===== src/rtl/iq_boxcar_decim.sv =====
// iq_boxcar_decim: boxcar-average decimator for an I/Q sample stream.
//   Pulls samples from an upstream FIFO, sums N = 2^DecRatio of them per
//   block and emits the floor average on a PushOut/StopIn handshake.
// Ports:
//   Clk, Reset        clock, synchronous active-high reset
//   fifo_samp         head-of-FIFO sample {I, Q}, valid when !fifo_empty
//   fifo_empty        upstream FIFO is empty
//   fifo_PullOut      head sample consumed this cycle
//   DecRatio          log2 of the decimation factor (latched per block)
//   StopIn            downstream back-pressure
//   PushOut           DoutI/DoutQ valid
//   DoutI, DoutQ      averaged I/Q result

package iq_boxcar_decim_pkg;
  localparam int SAMP_W = 24;
  typedef struct packed {
    logic signed [SAMP_W-1:0] I;
    logic signed [SAMP_W-1:0] Q;
  } Samp;
endpackage

module iq_boxcar_decim
  import iq_boxcar_decim_pkg::*;
#(
  // The Samp fields are SAMP_W bits; W is expected to match.
  parameter int W    = SAMP_W,
  parameter int ACCW = W + 3
) (
  input  logic                Clk,
  input  logic                Reset,
  input  Samp                 fifo_samp,
  input  logic                fifo_empty,
  output logic                fifo_PullOut,
  input  logic [1:0]          DecRatio,
  input  logic                StopIn,
  output logic                PushOut,
  output logic signed [W-1:0] DoutI,
  output logic signed [W-1:0] DoutQ
);

  typedef enum logic {ACCUM = 1'b0, OUT = 1'b1} state_t;

  state_t                 state, state_nxt;
  logic [2:0]             cnt;
  logic [2:0]             cnt_max;
  logic [1:0]             ratio_q;
  logic [1:0]             ratio_eff;
  logic signed [ACCW-1:0] acc_i, acc_q;
  logic signed [ACCW-1:0] sum_i, sum_q;
  logic                   last;

  // A held output blocks intake so the result cannot be overwritten.
  assign fifo_PullOut = !Reset && !fifo_empty && !(PushOut && StopIn);

  // The first sample of a block sees the live ratio; later ones the latched.
  assign ratio_eff = (cnt == 3'd0) ? DecRatio : ratio_q;

  always_comb begin
    cnt_max = 3'd0;
    case (ratio_eff)
      2'd0: cnt_max = 3'd0;
      2'd1: cnt_max = 3'd1;
      2'd2: cnt_max = 3'd3;
      2'd3: cnt_max = 3'd7;
      default: cnt_max = 3'd0;
    endcase
  end

  assign last  = fifo_PullOut && (cnt == cnt_max);
  assign sum_i = acc_i + ACCW'(fifo_samp.I);
  assign sum_q = acc_q + ACCW'(fifo_samp.Q);

  // State register
  always_ff @(posedge Clk) begin
    if (Reset) state <= ACCUM;
    else       state <= state_nxt;
  end

  // Next state: a completing block always lands in OUT, even from OUT,
  // which is what lets N=1 stream back-to-back.
  always_comb begin
    state_nxt = state;
    case (state)
      ACCUM:   if (last) state_nxt = OUT;
      OUT:     if (last) state_nxt = OUT;
               else if (!StopIn) state_nxt = ACCUM;
      default: state_nxt = ACCUM;
    endcase
  end

  // Output decode
  always_comb begin
    PushOut = (state == OUT);
  end

  // Accumulate / emit datapath
  always_ff @(posedge Clk) begin
    if (Reset) begin
      acc_i   <= '0;
      acc_q   <= '0;
      cnt     <= '0;
      ratio_q <= '0;
      DoutI   <= '0;
      DoutQ   <= '0;
    end else if (fifo_PullOut) begin
      if (cnt == 3'd0) ratio_q <= DecRatio;
      if (last) begin
        // Arithmetic shift gives floor division; then drop the guard bits.
        DoutI <= W'(sum_i >>> ratio_eff);
        DoutQ <= W'(sum_q >>> ratio_eff);
        acc_i <= '0;
        acc_q <= '0;
        cnt   <= '0;
      end else begin
        acc_i <= sum_i;
        acc_q <= sum_q;
        cnt   <= cnt + 3'd1;
      end
    end
  end

endmodule


===== config.mk =====
export PLATFORM = sky130hd
export DESIGN_NAME = iq_boxcar_decim
export DESIGN_NICKNAME = d
export VERILOG_FILES = /design/src/rtl/iq_boxcar_decim.sv
export SDC_FILE = /design/constraint.sdc
export NUM_CORES = 1
export LEC_CHECK = 0
export CAP_MARGIN = 20
export CORE_MARGIN = 1
export CORE_UTILIZATION = 30
export DETAILED_ROUTE_END_ITERATION = 10
export GPL_TIMING_DRIVEN = 0
export PLACE_DENSITY_LB_ADDON = 0.12
export SYNTH_ARGS = -nofsm -noshare
export SYNTH_HDL_FRONTEND = slang
export SYNTH_SLANG_ARGS = --single-unit

===== constraint.sdc =====
create_clock -name Clk -period 3.5 [get_ports Clk]
set_input_delay 0.525 -clock Clk [delete_from_list [all_inputs] [get_ports Clk]]
set_output_delay 0.525 -clock Clk [all_outputs]
set_load 0.05 [all_outputs]

==> qor.csv <==
metric,value,unit
holdPathStages,2,
clk_latency,0.36,ns
finalSetupViolCount,0,
ff2ff_setup_slack,0.28,ns
relSlewSlack,39.25,%
clkTransAtPathRegs,0.07,ns
final_util,37.89,%
ys_types,85,
synth_area,7824,sq um
fill_cells,2732,
timing_max_transition_violations_final,0,
period_share,96.56,%
finalHoldViolations,0,
hp-class,flop to flop,
fp.dieW,163.5,um
holdBufCountCts,0,
power.leakage,3.859,nW
antenna_found_initial,0,
vdd_drop_max,0.0002460,V
grt_use_met1,31.49,%
drt-pass1-iter-count,5,
drt-total-wl,29.58,mm
run_status,"complete, no violations",
synth_nets,1111,
multi_input_area,5371,sq um
viasPerCell,5.515,
area_growth,23.01,%
r2r_cells,11,
port_buffers,103,
seqCellArea,2162,sq um
drt_iter0_drc,676,
initial_utilization,30.80,%
critPathMaxStageDelay,0.41,ns
cp_max_fo,3,
synth_flop_cell,dfxtp_1,
worstMarginPinSlew,0.9112,ns
p_per_area,504.0,nW/um^2
dieHeight,163.5,um
clock_path_buffers,2,
root_buffer,clkbuf_16,
wl_per_cell,20.33,um
cp.arrival,3.68,ns
dpl.hpwl,22.54,mm
period_needed,3.379,ns
crit_path_cell_trace,"clkdlybuf4s50_1, ha_1, fa_1, a21o_1, a221o_1, a2111oi_4, o41a_2, o21ai_1, xor2_1, nand2_1, a31oi_2, a32o_1",
use_met3,3.250,%
r2r-start,cnt[1],
critPathRequiredTime,3.80,ns
antenna_left,0,
yosysSeqAreaShare,27.63,%
skew,0.01143,ns
nets,1231,
grt.overflow.total,0,
rsz0062_at_grt,yes,
cp_slowest_cell,clkdlybuf4s50_1,
synth_edf_count,0,
n_antenna_cell,0,
busiest_layer,met2,
cts_tree,done,
vias,8024,
htreeDepth,3,
cts_sinks,108,
crit_type,input pin to flop,
grt_pass1_vias,7306,
drc_errors,0,
grt_max_degree,18,
maxCapViolCount,0,
r2r_end,DoutI[8],
grt_pass1_wl,44.15,mm
cts_buffers,9,
drive_gt1_share,7.556,%
postSynthCellCount,1001,
yosys_warnings,0,
max_freq,295.9,MHz
hp-start,DoutI[9],
dieArea,26730,sq um
start_kind,input pin,
use_met2,34.51,%
final_area,9624,sq um
ys_seq_elements,108,
finalSetupTns,0,ns
dpl_cell_area,9268,sq um
io_pins,104,
rows,58,
gp_congestion,0.8786,
total_power,4.850,mW
avgSynthCellArea,7.816,sq um
design.core.area,25400,sq um
grt_usage,22.01,%
min_delay_worst_endpoint,DoutI[9],
cp-end-kind,flop,
async_flop_share,0,%
==> through the flow <==
stage / setup WS (ns) / cells / hold WS [ns]
floorplan: 0.5166 / 1001 / 0.4356
global placement: -0.3725 / 1434 / 0.4441
detailed placement: -0.3700 / 1434 / 0.4476
CTS: 0.04644 / 1449 / 0.4583
global route: -0.008953 / 1455 / 0.4717
finish: 0.1205 / 1455 / 0.4555
==> critical path: cells and delay by family <==
family / cells / cell delay (ns)
compound gates: 7 / 1.73
xor+xnor: 1 / 0.27
fa+ha+maj: 2 / 0.62
buf+inv: 1 / 0.41
simple gates: 1 / 0.13
==> kinds of logic (layout without fill, tap and decap cells) <==
family / after synthesis / after routing / share of synthesized area [%]
compound gates: 337 / 337 / 29.23
buf+inv: 82 / 206 / 4.286
flops: 108 / 108 / 27.63
simple gates: 340 / 340 / 19.99
xor+xnor: 51 / 51 / 5.901
mux: 27 / 27 / 3.806
fa+ha+maj: 56 / 56 / 9.148
==> sequential cells by signal (all words and copies together) (netlist names) <==
signal,cells
acc_i,27
PushOut,1
acc_q,27
DoutQ,24
DoutI,24
ratio_q,2
cnt,3
==> report_power, final <==
group | leakage [nW] | switching [mW] | internal, mW | total (mW)
combinational | 2.84 | 1.50 | 0.881 | 2.38
clock | 0.132 | 0.513 | 0.482 | 0.995
sequential | 0.883 | 0.103 | 1.37 | 1.47
==> how the worst max path moves through the flow <==
stage,endpoint,start,slack [ns],depth (start not counted)
2_1_floorplan,DoutI[19],fifo_samp[24],0.52,10
3_3_place_gp,DoutI[19],fifo_samp[24],-0.37,12
3_5_place_dp,DoutI[19],fifo_samp[24],-0.37,12
4_1_cts,DoutI[22],fifo_samp[24],0.05,12
5_1_grt,DoutI[20],fifo_samp[28],-0.009,12
6_report,DoutI[22],fifo_samp[24],0.12,12
==> timing repair <==
item                       4_1_cts  5_1_grt
pin swaps                        0        6
setup buffers                    0        6
cloned                           0        0
gates resized for setup          1       10
setup endpoints to repair        1       23
==> metal layers <==
layer	vias to the layer above	routed length [um]	share of wire, %
met4	0	492	1.7
met1	3824	14330	48
met5	-	0	0
met3	34	1519	5.1
li1	3914	-	-
met2	252	13250	45
==> layout make-up <==
type | instances | area share [%]
tap | 330 | 4.290
timing repair buffer | 109 | 11.18
inverter | 10 | 0.3900
multi-input combinational | 811 | 55.81
buffer | 72 | 3.107
clock inverter | 6 | 0.4160
clock buffer | 9 | 2.340
sequential | 108 | 22.46
==> synth_stat cells, types with 3 or more instances <==
library cell,number,area (sq um)
a211oi_1,15,112.6
a21o_1,28,210.2
a21oi_1,118,590.6
a21oi_2,3,26.28
a22oi_1,31,232.7
a311oi_1,3,26.28
a311oi_2,3,45.04
a31oi_1,13,81.33
a32o_1,4,40.04
and2_1,5,31.28
and3_1,6,37.54
buf_2,19,95.09
clkbuf_1,52,195.2
dfxtp_1,108,2162
ha_1,54,675.7
inv_1,10,37.54
mux2_2,8,90.09
mux2i_1,16,160.2
nand2_1,109,409.1
nand2b_1,3,18.77
nand3_1,47,235.2
nand4_1,13,81.33
nor2_1,101,379.1
nor2b_1,9,56.30
nor3_1,24,120.1
nor4_1,3,18.77
o211a_1,3,30.03
o211ai_1,6,45.04
o21a_1,4,30.03
o21ai_0,45,225.2
o21ai_1,6,30.03
o21bai_1,6,45.04
o221ai_1,4,35.03
o31ai_1,6,45.04
or3_1,8,50.05
xnor2_1,27,236.5
xor2_1,22,192.7
==> cell usage in the layout, fill, tap and decap left out, types with 24 or more instances in the layout <==
cell type        netlist  final
a21oi_1              118    118
nand2_1              109    109
dfxtp_1              108    108
clkdlybuf4s50_1        0    103
nor2_1               101    101
ha_1                  54     54
clkbuf_1              52     51
nand3_1               47     47
o21ai_0               45     43
a22oi_1               31     31
a21o_1                28     28
xnor2_1               27     27
nor3_1                24     24
Note: power is estimated with default switching activity, not from simulation.
